<file path="src/rtl/nnl3_act_ser.sv">
// Layer-3 activation and serializer: captures nine layer results per frame, applies
// ReLU / leaky-ReLU, streams them over valid/ready and reports the frame's arg-max.
module nnl3_act_ser #(
    parameter int ACT_MODE    = 1,
    parameter int LEAKY_SHIFT = 3,
    parameter int DATA_W      = 16
) (
    input  logic                     clk,
    input  logic                     rst,
    input  logic                     in_valid,
    input  logic signed [DATA_W-1:0] in_data1,
    input  logic signed [DATA_W-1:0] in_data2,
    input  logic signed [DATA_W-1:0] in_data3,
    input  logic signed [DATA_W-1:0] in_data4,
    input  logic signed [DATA_W-1:0] in_data5,
    input  logic signed [DATA_W-1:0] in_data6,
    input  logic signed [DATA_W-1:0] in_data7,
    input  logic signed [DATA_W-1:0] in_data8,
    input  logic signed [DATA_W-1:0] in_data9,
    output logic                     in_drop,
    output logic                     busy,
    output logic                     out_valid,
    input  logic                     out_ready,
    output logic signed [DATA_W-1:0] out_data,
    output logic [3:0]               out_idx,
    output logic                     out_last,
    output logic signed [DATA_W-1:0] max_val,
    output logic [3:0]               max_idx,
    output logic                     max_valid
);

    typedef enum logic [1:0] {IDLE, STREAM, FINISH} state_t;

    state_t                   state, state_nxt;
    logic                     in_valid_d;
    logic                     cap_edge;
    logic                     accept;
    logic signed [DATA_W-1:0] buf_q [9];
    logic [3:0]               idx;
    logic [3:0]               idx_m1;
    logic signed [DATA_W-1:0] cur_act;
    logic signed [DATA_W-1:0] run_max;
    logic [3:0]               run_idx;
    logic                     take_new;
    logic signed [DATA_W-1:0] max_nxt;
    logic [3:0]               max_idx_nxt;

    // Magnitude never grows, so the result always fits back into DATA_W bits.
    function automatic logic signed [DATA_W-1:0] act_fn(input logic signed [DATA_W-1:0] x);
        if (!x[DATA_W-1])
            return x;
        else if (ACT_MODE == 0)
            return '0;
        else
            return x >>> LEAKY_SHIFT;
    endfunction

    assign cap_edge    = in_valid && !in_valid_d;
    assign accept      = (state == STREAM) && out_ready;
    assign idx_m1      = idx - 4'd1;
    assign cur_act     = act_fn(buf_q[idx_m1]);
    // Strict greater-than keeps the lower index on ties.
    assign take_new    = (idx == 4'd1) || (cur_act > run_max);
    assign max_nxt     = take_new ? cur_act : run_max;
    assign max_idx_nxt = take_new ? idx : run_idx;

    always_ff @(posedge clk or negedge rst) begin
        if (!rst)
            state <= IDLE;
        else
            state <= state_nxt;
    end

    always_comb begin
        state_nxt = state;
        busy      = 1'b0;
        out_valid = 1'b0;
        out_data  = '0;
        out_idx   = '0;
        out_last  = 1'b0;
        max_valid = 1'b0;
        case (state)
            IDLE: begin
                if (cap_edge)
                    state_nxt = STREAM;
            end
            STREAM: begin
                busy      = 1'b1;
                out_valid = 1'b1;
                out_data  = cur_act;
                out_idx   = idx;
                out_last  = (idx == 4'd9);
                if (accept && idx == 4'd9)
                    state_nxt = FINISH;
            end
            FINISH: begin
                busy      = 1'b1;
                max_valid = 1'b1;
                state_nxt = IDLE;
            end
            default: state_nxt = IDLE;
        endcase
    end

    // max_val/max_idx are loaded on the final accept so they are already valid
    // during the FINISH cycle that pulses max_valid.
    always_ff @(posedge clk or negedge rst) begin
        if (!rst) begin
            in_valid_d <= 1'b0;
            in_drop    <= 1'b0;
            idx        <= 4'd1;
            run_max    <= '0;
            run_idx    <= '0;
            max_val    <= '0;
            max_idx    <= '0;
            for (int i = 0; i < 9; i++)
                buf_q[i] <= '0;
        end else begin
            in_valid_d <= in_valid;
            in_drop    <= cap_edge && (state != IDLE);
            if (state == IDLE && cap_edge) begin
                buf_q[0] <= in_data1;
                buf_q[1] <= in_data2;
                buf_q[2] <= in_data3;
                buf_q[3] <= in_data4;
                buf_q[4] <= in_data5;
                buf_q[5] <= in_data6;
                buf_q[6] <= in_data7;
                buf_q[7] <= in_data8;
                buf_q[8] <= in_data9;
                idx      <= 4'd1;
            end
            if (accept) begin
                run_max <= max_nxt;
                run_idx <= max_idx_nxt;
                if (idx == 4'd9) begin
                    max_val <= max_nxt;
                    max_idx <= max_idx_nxt;
                end else begin
                    idx <= idx + 4'd1;
                end
            end
        end
    end

endmodule

</file>
<file path="config.mk">
export PLATFORM = sky130hd
export DESIGN_NAME = nnl3_act_ser
export DESIGN_NICKNAME = d
export VERILOG_FILES = /design/src/rtl/nnl3_act_ser.sv
export SDC_FILE = /design/constraint.sdc
export NUM_CORES = 1
export LEC_CHECK = 0
export ABC_AREA = 1
export CAP_MARGIN = 40
export CORE_MARGIN = 2
export CORE_UTILIZATION = 29
export CTS_CLUSTER_DIAMETER = 80
export CTS_CLUSTER_SIZE = 28
export DETAILED_ROUTE_END_ITERATION = 8
export GPL_ROUTABILITY_DRIVEN = 1
export PLACE_DENSITY = 0.51
export SKIP_CTS_REPAIR_TIMING = 1
export SLEW_MARGIN = 0
export SYNTH_ARGS = -nofsm -noshare
export SYNTH_HDL_FRONTEND = slang
export SYNTH_SLANG_ARGS = --single-unit
</file>
<file path="constraint.sdc">
create_clock -name clk -period 6.66 [get_ports clk]
set_input_delay 0.999 -clock clk [delete_from_list [all_inputs] [get_ports clk]]
set_output_delay 0.999 -clock clk [all_outputs]
set_load 0.1 [all_outputs]
</file>
==> results.md <==
- Dominant cells by area after synthesis: dfrtp_1 (49%), nand2_1 (25%), nand3_1 (7.5%)
- Total I/O pin count: between 150 and 200
- Synth Flop Type: dfrtp_1
- Syn Inst Count: ~1300
- CTS Buf Count: 17
- First-pass GRT wire length: 49400 um
- Port bufs: 192
- Clock transition at path regs: around 80 ps
- Synth Warn #: 0
- Final Non-Filler Cells: 1968
- # rows: 67
- Setup crit start kind: register
- Placed cells: about 1900
- Vias in the first global route: around 8900
- Root buffer cell: clkbuf_16
- CTS tree: built
- Reg2Reg Depth: 20
- CTS H-tree lvls: 4
- Most frequent cells in the layout: nand2_1 (646), dfrtp_1 (191), clkdlybuf4s50_1 (175)
- Antenna violations before repair: 0
- Total track usage: 17.9%
- Clock skew: around 15 ps
- Max-cap violations: 0
- Routed wire length per instance: around 16 um
- Synth Register Bits: between 150 and 200
- Simple-gate area share of the yosys netlist: a little under two fifths
- WS Path Type: register to register
- Chip Width: around 190 um
- Vias: 8874
- Largest family of logic cells by synthesized area: simple AND/OR/NAND/NOR gates
- Sequential cell area: between 4000 and 5000 sq um
- Grt ovf: 0
- Pins Over Slew Limit: 0
- Die ar.: between 30000 and 40000 sq um
- Seq/Total Area, Yosys: 48.9%
- Synth Area in Compound Gates: under 10%
- Final setup fails: 0
- Initial core utilization: 29.4%
- Setup TNS: 0 ps
- CTS sink cnt: roughly 190
- Nets: 1677
- Hold Path Class: register to register
- Cell taking the most area after synthesis: dfrtp_1
- Status: completed
- Mapped Area: between 9000 and 10000 sq um
- Worst-Skew Late Latency: 440 ps
- Headroom to the max-slew limit: approximately two fifths
- Via/cell ratio: 4.51
- Setup crit end kind: register
- Worst Hold Depth: 2
- DR iter-0 viols: 464
- Layout cells sized above 1: under 10%
- Commonest non-fill, non-tap cell in the layout: nand2_1
- DRT Wirelength: 30800 um
- Synth top area share: 48.7%
- Post-synthesis adder-cell area fraction: around 2.8%
- Area delta synth->final: 36.7%
- Gpl congestion: 0.783
- Number of synthesized flops with an enable pin: 0
- Area of the multi-input gates: approximately 4400 sq um
- Maximum clock rate: a little under 200 MHz
- Largest net degree at the start of global routing: 105
- Yosys cell types: 37
- Number of fill cells: between 3000 and 4000
- Worst Tran Pin Value: 889 ps
- Hold Violations, Final: 0
- Antenna diodes: 0
- Syn Area/Cell: ~7.4 sq um
- Total core area: 33400 sq um
- DP HPWL: approximately 23000 um
- Mux contribution to synthesized area: 0%
- Die Ht: ~190 um
- FFs w/ async S/R, synth: 100%
- Clock Path Buffers: 2
- DRC: 0
- RSZ-0062 raised after global routing: no
- Post-synthesis xor/xnor area fraction: less than 1%
- Crit path DAT: 5510 ps
- Min Clock Period, post-route: 5180 ps
- Routed Antenna Nets: 0
- WP data required: between 6000 and 7000 ps
- Synth Net Count: ~1500
- Final period util: a little under 80%
- Drt first pass iters: 4
- Worst Path Max Fanout: 21
==> cell type report <==
type                       count  share of cell area [%]
tap                          448                    4.17
clock inverter                14                    1.10
clock buffer                  18                    3.20
multi-input combinational    993                    33.0
sequential                   192                    35.8
timing repair buffer         235                    20.7
inverter                      68                    1.98
==> metal layers <==
layer | share of wire, % | GRT usage [%]
met2 | 47 | 28.9
met4 | 1.1 | 3.39
met1 | 48 | 25.5
met5 | 0 | 0
met3 | 3.7 | 2.75
==> state kept, by name, indices dropped and copies added (netlist names) <==
name / flops
buf_q: 144
max_val: 16
run_max: 16
idx: 4
max_idx: 4
run_idx: 4
state: 2
in_drop: 1
in_valid_d: 1
==> stage by stage <==
step | utilization [%] | area (sq um) | hold slack (ps) | worst slack, ps
global route | 40.1 | 13400 | 491 | 942
CTS | 40.1 | 13400 | 471 | 1430
detailed placement | 38.4 | 12800 | 454 | 1450
global placement | 36.6 | 12200 | 449 | 1590
finish | 40.1 | 13400 | 470 | 1480
floorplan | - | 9820 | 437 | 2040
==> logic make-up (layout without fill, tap and decap cells) <==
| family | Yosys count | after routing |
|---|---|---|
| fa+ha+maj | 22 | 22 |
| buf+inv | 139 | 335 |
| flops | 192 | 192 |
| xor+xnor | 4 | 4 |
| simple gates | 900 | 900 |
| compound gates | 67 | 67 |
==> worst paths after layout <==
check / startpoint / to / slack (ps)
worst min register to register: buf_q[35] / buf_q[35] / 470
worst max-delay path: idx[0] / run_max[9] / 1480
min in group asynchronous: rst / buf_q[127] / 520
worst min-delay path: buf_q[35] / buf_q[35] / 470
worst max register to register: idx[0] / run_max[9] / 1480
max in group asynchronous: rst / idx[0] / 5060
==> cells in the mapped netlist, types with 2 or more instances <==
cell      number
a21oi_1        7
buf_1          2
buf_2         13
buf_4          3
clkbuf_1      51
clkinv_1       2
dfrtp_1      191
ha_1          22
inv_1         62
inv_2          2
nand2_1      646
nand2_2       24
nand3_1      148
nand3_2        2
nand4_1        3
nor2_1        68
nor2_4         4
nor3_1         2
o211ai_1       7
o21ai_0       46
o22ai_1        3
==> worst max-delay path, stage by stage, from the launching register on <==
cell and delay [ps]:
dfstp_2 540, inv_2 40, ha_1 250, xnor2_4 520
nand3_2 330, nor2_4 270, nand2_4 100, nand2_8 170
nand3_1 110, nand2_1 130, inv_1 60, ha_1 290
nand4_1 90, nor3_1 220, nand2_1 110, nand3_1 100
nand3_1 640, nand2_2 710, nand2_1 170, nand3_1 110
nand2_1 60
Power is left out: the tool's default activity adds up to more than one toggle a clock period on the data nets, which glitch-free logic cannot reach.
